**src/rtl/cnn_stream_feeder.sv**
```systemverilog
// Streams a full weight set then a full image from word memory into a CNN core.
// Reads are tagged at issue so each returned word leaves on the matching strobe.
module cnn_stream_feeder #(
  parameter int DATA_WIDTH      = 32,
  parameter int IMAGE_WIDTH     = 306,
  parameter int IMAGE_HEIGHT    = 306,
  parameter int CHANNEL_NUM_IN  = 64,
  parameter int CHANNEL_NUM_OUT = 64,
  parameter int KERNEL          = 3,
  parameter int ADDR_WIDTH      = 32,
  parameter logic [ADDR_WIDTH-1:0] WEIGHT_BASE = '0,
  parameter logic [ADDR_WIDTH-1:0] IMAGE_BASE  = '0
) (
  input  logic                  clk,
  input  logic                  reset,
  input  logic                  start,
  input  logic                  stall,
  output logic                  mem_rd_en,
  output logic [ADDR_WIDTH-1:0] mem_addr,
  input  logic [DATA_WIDTH-1:0] mem_rd_data,
  output logic                  valid_weight_in,
  output logic [DATA_WIDTH-1:0] weight_in,
  output logic                  valid_in,
  output logic [DATA_WIDTH-1:0] pxl_in,
  output logic                  busy,
  output logic                  done
);

  localparam int WEIGHT_NUM  = CHANNEL_NUM_IN * CHANNEL_NUM_OUT * KERNEL * KERNEL;
  localparam int PIXEL_NUM   = CHANNEL_NUM_IN * IMAGE_WIDTH * IMAGE_HEIGHT;
  localparam int MAX_NUM     = (WEIGHT_NUM > PIXEL_NUM) ? WEIGHT_NUM : PIXEL_NUM;
  localparam int CNT_W       = $clog2(MAX_NUM + 1);
  localparam int RD_LATENCY  = 1;

  localparam logic [CNT_W-1:0] WEIGHT_LAST = CNT_W'(WEIGHT_NUM - 1);
  localparam logic [CNT_W-1:0] PIXEL_LAST  = CNT_W'(PIXEL_NUM - 1);

  typedef enum logic [1:0] {
    IDLE   = 2'd0,
    WEIGHT = 2'd1,
    PIXEL  = 2'd2,
    FLUSH  = 2'd3
  } state_t;

  state_t                 state_reg, state_next;
  logic [CNT_W-1:0]       count_reg, count_next;
  logic [ADDR_WIDTH-1:0]  last_addr_reg;
  logic                   issue;
  logic                   issue_pixel;
  logic [ADDR_WIDTH-1:0]  issue_addr;
  logic                   flush_done;

  // One tag stage per cycle of memory latency; the last stage lines up with mem_rd_data.
  logic [RD_LATENCY-1:0]  tag_valid_reg;
  logic [RD_LATENCY-1:0]  tag_pixel_reg;

  logic                   valid_weight_reg;
  logic [DATA_WIDTH-1:0]  weight_reg;
  logic                   valid_pxl_reg;
  logic [DATA_WIDTH-1:0]  pxl_reg;

  // The last pixel is out once nothing remains in the tag pipe.
  assign flush_done = (state_reg == FLUSH) && valid_pxl_reg && !(|tag_valid_reg);

  always_comb begin
    state_next  = state_reg;
    count_next  = count_reg;
    issue       = 1'b0;
    issue_pixel = 1'b0;
    issue_addr  = last_addr_reg;
    case (state_reg)
      IDLE: begin
        if (start) begin
          state_next = WEIGHT;
          count_next = '0;
        end
      end
      WEIGHT: begin
        if (!stall) begin
          issue      = 1'b1;
          issue_addr = WEIGHT_BASE + ADDR_WIDTH'(count_reg);
          if (count_reg == WEIGHT_LAST) begin
            state_next = PIXEL;
            count_next = '0;
          end else begin
            count_next = count_reg + CNT_W'(1);
          end
        end
      end
      PIXEL: begin
        if (!stall) begin
          issue       = 1'b1;
          issue_pixel = 1'b1;
          issue_addr  = IMAGE_BASE + ADDR_WIDTH'(count_reg);
          if (count_reg == PIXEL_LAST) begin
            state_next = FLUSH;
            count_next = '0;
          end else begin
            count_next = count_reg + CNT_W'(1);
          end
        end
      end
      FLUSH: begin
        if (flush_done) begin
          state_next = IDLE;
        end
      end
      default: state_next = IDLE;
    endcase
  end

  always_ff @(posedge clk or negedge reset) begin
    if (!reset) begin
      state_reg     <= IDLE;
      count_reg     <= '0;
      last_addr_reg <= '0;
    end else begin
      state_reg <= state_next;
      count_reg <= count_next;
      if (issue) begin
        last_addr_reg <= issue_addr;
      end
    end
  end

  always_ff @(posedge clk or negedge reset) begin
    if (!reset) begin
      tag_valid_reg[0] <= 1'b0;
      tag_pixel_reg[0] <= 1'b0;
    end else begin
      tag_valid_reg[0] <= issue;
      tag_pixel_reg[0] <= issue_pixel;
    end
  end

  generate
    for (genvar gi = 1; gi < RD_LATENCY; gi++) begin : g_tag_stage
      always_ff @(posedge clk or negedge reset) begin
        if (!reset) begin
          tag_valid_reg[gi] <= 1'b0;
          tag_pixel_reg[gi] <= 1'b0;
        end else begin
          tag_valid_reg[gi] <= tag_valid_reg[gi-1];
          tag_pixel_reg[gi] <= tag_pixel_reg[gi-1];
        end
      end
    end
  endgenerate

  // Data registers only load on their own strobe so they hold between words.
  always_ff @(posedge clk or negedge reset) begin
    if (!reset) begin
      valid_weight_reg <= 1'b0;
      weight_reg       <= '0;
      valid_pxl_reg    <= 1'b0;
      pxl_reg          <= '0;
    end else begin
      valid_weight_reg <= tag_valid_reg[RD_LATENCY-1] && !tag_pixel_reg[RD_LATENCY-1];
      valid_pxl_reg    <= tag_valid_reg[RD_LATENCY-1] &&  tag_pixel_reg[RD_LATENCY-1];
      if (tag_valid_reg[RD_LATENCY-1] && !tag_pixel_reg[RD_LATENCY-1]) begin
        weight_reg <= mem_rd_data;
      end
      if (tag_valid_reg[RD_LATENCY-1] && tag_pixel_reg[RD_LATENCY-1]) begin
        pxl_reg <= mem_rd_data;
      end
    end
  end

  assign mem_rd_en       = issue;
  assign mem_addr        = issue_addr;
  assign valid_weight_in = valid_weight_reg;
  assign weight_in       = weight_reg;
  assign valid_in        = valid_pxl_reg;
  assign pxl_in          = pxl_reg;
  assign busy            = (state_reg != IDLE);
  assign done            = flush_done;

endmodule

```
**config.mk**
```make
export PLATFORM = sky130hd
export DESIGN_NAME = cnn_stream_feeder
export DESIGN_NICKNAME = d
export VERILOG_FILES = /design/src/rtl/cnn_stream_feeder.sv
export SDC_FILE = /design/constraint.sdc
export NUM_CORES = 1
export LEC_CHECK = 0
export CAP_MARGIN = 15
export CELL_PAD_IN_SITES_DETAIL_PLACEMENT = 1
export CELL_PAD_IN_SITES_GLOBAL_PLACEMENT = 2
export CORE_MARGIN = 4
export CORE_UTILIZATION = 29
export CTS_BUF_LIST = sky130_fd_sc_hd__clkbuf_8 sky130_fd_sc_hd__clkbuf_16
export DETAILED_ROUTE_END_ITERATION = 16
export GPL_ROUTABILITY_DRIVEN = 0
export PLACE_DENSITY = 0.75
export SLEW_MARGIN = 20
export SYNTH_ARGS = -nofsm -noshare
export SYNTH_HDL_FRONTEND = slang
export SYNTH_SLANG_ARGS = --single-unit
```
**constraint.sdc**
```tcl
create_clock -name clk -period 2.4 [get_ports clk]
set_input_delay 0.48 -clock clk [delete_from_list [all_inputs] [get_ports clk]]
set_output_delay 0.48 -clock clk [all_outputs]
set_load 0.05 [all_outputs]
```
==> impl_results.md, run 1 <==
* Status: finished with violations
* CTS Buf Count at 17
* Synthesized area at 5460 um2
* Ys async rst share at 100%
* Post-route cell area at 8410 um2
* Crit path cell chain: inv_2, ha_4, nand2b_4, buf_12, clkbuf_16, mux2_4, buf_8
* Worst slew margin at 51.9%
* Clock Pin Slew Worst Setup and Hold Paths at 60 ps
* Overall Global Routing Usage at 14.7%
* CP Capture Type: output pin
* Leak at 3.70 nW
* Worst skew pair latency at 420 ps
* Synth Register Bits at 125
* Most common flop cell mapped by yosys: dfrtp_1
* Buf/Inv on CP at 4
* Final hold violations at 0
* Area post-placement at approximately 7300 um2
* Drt via density at 4.75
* P&R area growth vs syn at 54.0%
* Violated checks: setup timing
* PwrDens at 745 nW/um2
* Fin crit share at 102%
* Max Transition Viols Final at 0
* Crit path time final at 2460 ps
* Post-route non-filler standard cell count at slightly above 800
* Port Buffers at ~140
* Share of the synthesized area in the top cell type at between 50% and 60%
* Avg Cell Area, Syn at around 13 um2
* Synthesized instance count at 417
* CP top delay family: buffers and inverters
* Clk sinks at 125
* Clk buf depth at 2
* WL per Instance at 18.6 um
* Fmax at ~400 MHz
* Crit Path Class: register to output pin
* DIE AREA at 21100 um2
* Final setup violating endpoints at 22
* RSZ-0062 raised after global routing: true
* Pre-antenna DRT Iters at 4
* Worst Path Arrival at 1980 ps
* Cell row count at 49
* First-pass GRT wire length at 24600 um
* Number of flops mapped to enable cells by yosys at 0
* Max-cap viol count at 0
* H-tree depth at 4
* CTS tree: built
* Leading area contributor after synthesis: dfrtp_1
* Synth warn at 0
* Largest net degree at the start of global routing at 126
* Root Buffer: clkbuf_16
* Setup WS post-layout at -55.0 ps
* Yosys cell types at 39
* Core Area at ~18000 um2
* Initial core utilization at 29.9%
* Top cells by area, synth: dfrtp_1 (57%), mux2_2 (22%), xnor2_1 (2.4%)
* Final Skew at a little over 8 ps
* Routed WL at 15400 um
* CP required at 1920 ps
* N_diodes at 0
* Placed cell count at 785
* Vias at 3943
* VDD IR max at about 500 uV
* Share of the yosys chip area belonging to registers at 57.3%
* Worst setup SP type: register
* Mapped Nets at 460
* # DRC at 0
* NumNets Final at 631
* Top Ports at 137
* Antenna violations before repair at 0
* Highest-delay cell along the critical path: dfrtp_1
* Slew @ Worst Pin at 721 ps
* Die Height at roughly 150 um
* DP HPWL at 10300 um
* Share of layout cells above drive strength 1 at 40.9%
* Vias in the first global route at 4461
* Total power at between 6 and 7 mW
* Die width at 145 um
* DR iter-0 viols at about 130
* Worst min path class: input port to async pin
* Crit-path max FO at 6
* Congestion Overflow GR at 0
* Critical path's largest stage delay at between 300 and 400 ps
* DRT antenna net count at 0
-- where the power goes --
| part | internal, mW | total, mW | switching, mW |
|---|---|---|---|
| Clock | 1.44 | 2.44 | 0.999 |
| Combinational | 0.602 | 1.41 | 0.809 |
| Sequential | 2.28 | 2.42 | 0.138 |
| Total | 4.32 | 6.27 | 1.95 |
-- cells in the mapped netlist, types with 3 or more instances --
master	n
dfrtp_1	125
mux2_2	107
nor2_1	26
and2_1	18
xnor2_1	15
clkbuf_1	14
nand2_1	13
o21ai_0	12
nand4_1	9
inv_1	8
ha_1	7
nand3_1	7
buf_1	5
nor3_1	5
nor3b_1	5
nor4_1	5
xor2_1	4
and3_1	3
and4_1	3
buf_4	3
nor2_2	3
nor2b_1	3
-- metal layers --
| metal | part of all wire, % | wire length (um) | track usage [%] | vias up |
|---|---|---|---|---|
| li1 | - | - | - | 1800 |
| met1 | 44 | 6710 | 17.9 | 2012 |
| met2 | 50 | 7650 | 24.3 | 113 |
| met3 | 5.5 | 852 | 5.43 | 18 |
| met4 | 1.3 | 199 | 4.94 | 0 |
| met5 | 0 | 0 | 0 | - |
-- final timing paths --
| kind | cells past startpoint | slack (ps) | end | startpoint |
|---|---|---|---|---|
| min | 2 | 110 | weight_in[9] | reset |
| max in group asynchronous | 2 | 1710 | count_reg[14] | reset |
| max reg2reg | 9 | 40 | count_reg[13] | state_reg[0] |
| min in group clk | 1 | 480 | last_addr_reg[31] | last_addr_reg[31] |
| max | 7 | -60 | mem_addr[11] | state_reg[0] |
| min reg2reg | 1 | 480 | last_addr_reg[31] | last_addr_reg[31] |
-- what timing repair did --
| action | in CTS | in global routing |
|---|---|---|
| hold buffers | 0 | 0 |
| setup endpoints to repair | 33 | 29 |
| pin swaps | 1 | 3 |
| buffers inserted | 7 | 4 |
| hold endpoints to repair | 0 | 0 |
| resized for setup | 43 | 51 |
| cloned | 3 | 1 |
-- cell families (layout without fill, tap and decap cells) --
family	after synthesis	in the layout	share of synthesized area, %
flops	125	125	57.3
xor+xnor	19	19	3.05
mux	108	108	22.2
compound gates	17	17	2.04
buf+inv	31	215	2.47
simple gates	110	110	11.3
fa+ha+maj	7	7	1.60
-- through the flow --
| stage | TNS, ps | utilization, % | setup slack [ps] | hold slack [ps] |
|---|---|---|---|---|
| floorplan | -1700 | - | -252 | 184 |
| global placement | -243 | 40.0 | -27.0 | 452 |
| detailed placement | -764 | 40.0 | -63.0 | 462 |
| CTS | -1530 | 44.8 | -79.6 | 192 |
| global route | -2480 | 46.0 | -111 | 209 |
| finish | -904 | 46.0 | -55.0 | 106 |
-- placed cells by master, fill, tap and decap left out, types with 7 or more instances in the layout --
cell type        count
nand2_1             11
clkdlybuf4s50_1    100
clkbuf_16           18
nor2_1              23
buf_4               30
buf_8               22
o21ai_0             10
and2_1              12
buf_12              17
mux2_4              21
dfrtp_1            125
nand3_1              7
xnor2_1             15
nand4_1              9
mux2_2              86
-- area by class of cell --
class | instances | area, um2
clock buffer | 17 | 425
timing repair buffer | 175 | 2030
multi-input combinational | 261 | 2370
fill | 1835 | 9860
tap | 229 | 287
clock inverter | 15 | 141
inverter | 8 | 30.0
sequential | 125 | 3130
(Power assumes the default switching activity.)
==> inputs of run 2 (changes only) <==
- CORE_UTILIZATION: 29 -> 33
- PLACE_DENSITY: 0.75 -> 0.81
- clock period: 2.4 -> 2.41 ns (I/O delays scaled with it)
==> run 2 against run 1 <==
The flow still finishes with violations (setup timing). Total power rose by 2.8%. Sequential cell count did not move. Sequential share of layout area fell by 0.16 points. Critical path depth did not move. Register-to-register slack improved by 90 ps. Die area fell by 11%. Final cell count fell by 1.2%. Clock skew fell by 3.7 ps. Largest power group unchanged. Highest routed layer unchanged.
==> impl_results.md, run 2 (synthesis gave the netlist of run 1 again) <==
* Status: finished with violations
* Violated checks: setup timing
* Worst skew pair latency at 410 ps (about the same)
* Leak at 3.75 nW (+1.5%)
* Worst slew margin at 62.7% (+11 points)
* Uppermost layer routed: met4
* WL per Instance at 18.9 um (+1.9%)
* First-pass GRT wire length at 23900 um (-2.5%)
* Largest net degree at the start of global routing at 67 (-47%)
* DP HPWL at 10500 um (+1.8%)
* Wire length on met1 at 6720 um (about the same)
* Port Buffers at 136 (unchanged)
* Hold WS at 77.5 ps (-28.7 ps)
* Clock Pin Slew Worst Setup and Hold Paths at 50 ps (about the same)
* RSZ-0062 raised after global routing: true
* Worst Path Arrival at 1990 ps (about the same)
* Crit Path Class: register to output pin
* Max-cap viol count at 0 (unchanged)
* Critical path origin: state_reg[1]
* Initial core utilization at 34.0% (+4.1 points)
* Worst min path class: input port to async pin
* Crit path capture: mem_addr[18]
* CTS Buf Count at 17 (unchanged)
* CP required at 1930 ps (about the same)
* Drt via density at 4.81 (+1.3%)
* Max Transition Viols Final at 0 (unchanged)
* Vias in the first global route at 4281 (-4.0%)
* Final Skew at 4.35 ps (-3.69 ps)
* Most common cell after layout, fill and taps aside: dfrtp_1
* Reg2Reg Capture Point: count_reg[13]
* Core Area at 16100 um2 (-12%)
* VDD IR max at 491 uV (-2.2%)
* Pre-antenna DRT Iters at 4 (unchanged)
* DIE AREA at 18700 um2 (-11%)
* Startpoint of the worst register-to-register path: state_reg[1]
* P&R area growth vs syn at 54.6%
* Clk sinks at 125 (unchanged)
* DR iter-0 viols at 130 (-3.0%)
* Fin crit share at 103%
* Highest-delay cell along the critical path: dfrtp_1
* Cell row count at 46 (-6.1%)
* Met3 wire len at 780 um (-8.5%)
* Slew @ Worst Pin at 558 ps (-163 ps)
* Worst path depth at 7 (unchanged)
* Fmax at 404 MHz
* NumNets Final at 634 (+0.48%)
* Crit path cell chain: inv_2, ha_4, nand2b_4, buf_6, clkbuf_16, mux2_4, buf_8
* # DRC at 0 (unchanged)
* Setup WS post-layout at -62.4 ps (-7.34 ps)
* Congestion Overflow GR at 0 (unchanged)
* CP top delay family: buffers and inverters
* R2R Setup Slk at 130 ps (+90 ps)
* Commonest non-fill, non-tap cells in the layout: dfrtp_1 (125), clkdlybuf4s50_1 (100), mux2_2 (86)
* Root Buffer: clkbuf_16
* Setup total negative slack at -608 ps (+295 ps)
* Worst Reg-to-Reg Cells at 9 (unchanged)
* N_diodes at 0 (unchanged)
* Final setup violating endpoints at 21 (-4.5%)
* Die width at 137 um (-5.9%)
* Crit path time final at between 2000 and 2500 ps
* PwrDens at 763 nW/um2 (+2.4%)
* CP Capture Type: output pin
* DRT antenna net count at 0 (unchanged)
* Clk buf depth at 2 (unchanged)
* Critical path's largest stage delay at 370 ps (about the same)
* Share of layout cells above drive strength 1 at 39.2% (-1.7 points)
* Antenna violations before repair at 0 (unchanged)
* H-tree depth at 4 (unchanged)
* Routed WL at 15500 um (+0.67%)
* Die Height at 137 um (-5.9%)
* Crit-path max FO at 4 (-2)
* Overall Global Routing Usage at 16.6% (+1.8 points)
* Top Ports at 137 (unchanged)
* Final hold violations at 0 (unchanged)
* CTS tree: built
* Buf/Inv on CP at 4 (unchanged)
* Worst setup SP type: register
* WL met2 at 7760 um (+1.4%)
* Vias at 3948 (+0.13%)
## run 2: cell count changes in the layout (fill, tap and decap cells not counted), sizes merged
cell / before / now
inv: 11 / 10
buf: 73 / 74
bufbuf: 1 / 2
clkinv: 9 / 5
clkbuf: 18 / 22
bufinv: 1 / 3
## run 2: what timing repair did
action | 4_1_cts | 5_1_grt
gates resized for setup | 45 | 39
setup endpoints to repair | 33 | 31
endpoints found under the hold margin | 0 | 0
pin swaps | 1 | 1
setup buffers | 8 | 2
hold buffers | 0 | 0
gates cloned | 3 | 2
## run 2: worst min path at each step
stage / startpoint / end / slack (ps)
2_1_floorplan: reset / count_reg[0] / 190
3_3_place_gp: last_addr_reg[4] / last_addr_reg[4] / 450
3_5_place_dp: last_addr_reg[26] / last_addr_reg[26] / 460
4_1_cts: reset / last_addr_reg[0] / 90
5_1_grt: reset / last_addr_reg[0] / 90
6_report: reset / last_addr_reg[0] / 80
## run 2: final cells by class
class	instances	area, um2
clock buffer	20	467
clock inverter	12	145
fill	1586	7610
inverter	8	30.0
multi-input combinational	261	2340
sequential	125	3130
tap	216	270
timing repair buffer	178	2070
## run 2: report_power, final
| group | switching [mW] | internal, mW | total, mW | leakage, nW |
|---|---|---|---|---|
| Sequential | 0.127 | 2.27 | 2.40 | 1.55 |
| Clock | 0.921 | 1.70 | 2.62 | 0.304 |
| Combinational | 0.816 | 0.609 | 1.42 | 1.89 |
| Total | 1.86 | 4.58 | 6.44 | 3.75 |
## run 2: layer usage
metal,vias to the layer above,GRT usage [%]
met2,111,27.2
met4,0,6.22
met1,2016,21.1
met3,20,4.23
li1,1801,-
met5,-,0
## run 2: worst register-to-register path: cells and delay by family, from the launching register on
kind,cells,cell delay [ps]
flip-flops,1,370
adder cells (fa/ha/maj),1,210
XOR/XNOR,1,150
AO/OA/AOI/OAI,1,210
buffers and inverters,3,370
AND/OR/NAND/NOR,3,830
## run 2: metrics by stage
step | instance area (um2) | std cells | setup slack, ps | total power, mW | utilization, %
5_1_grt | 8450 | 820 | -138 | 6.71 | 52.6
3_3_place_gp | 7310 | 773 | 31.4 | 3.68 | 45.5
4_1_cts | 8240 | 816 | -69.5 | 6.49 | 51.3
6_report | 8450 | 820 | -62.4 | 6.44 | 52.6
2_1_floorplan | 5460 | 417 | -244 | 3.16 | -
3_5_place_dp | 7310 | 773 | -35.1 | 3.73 | 45.5
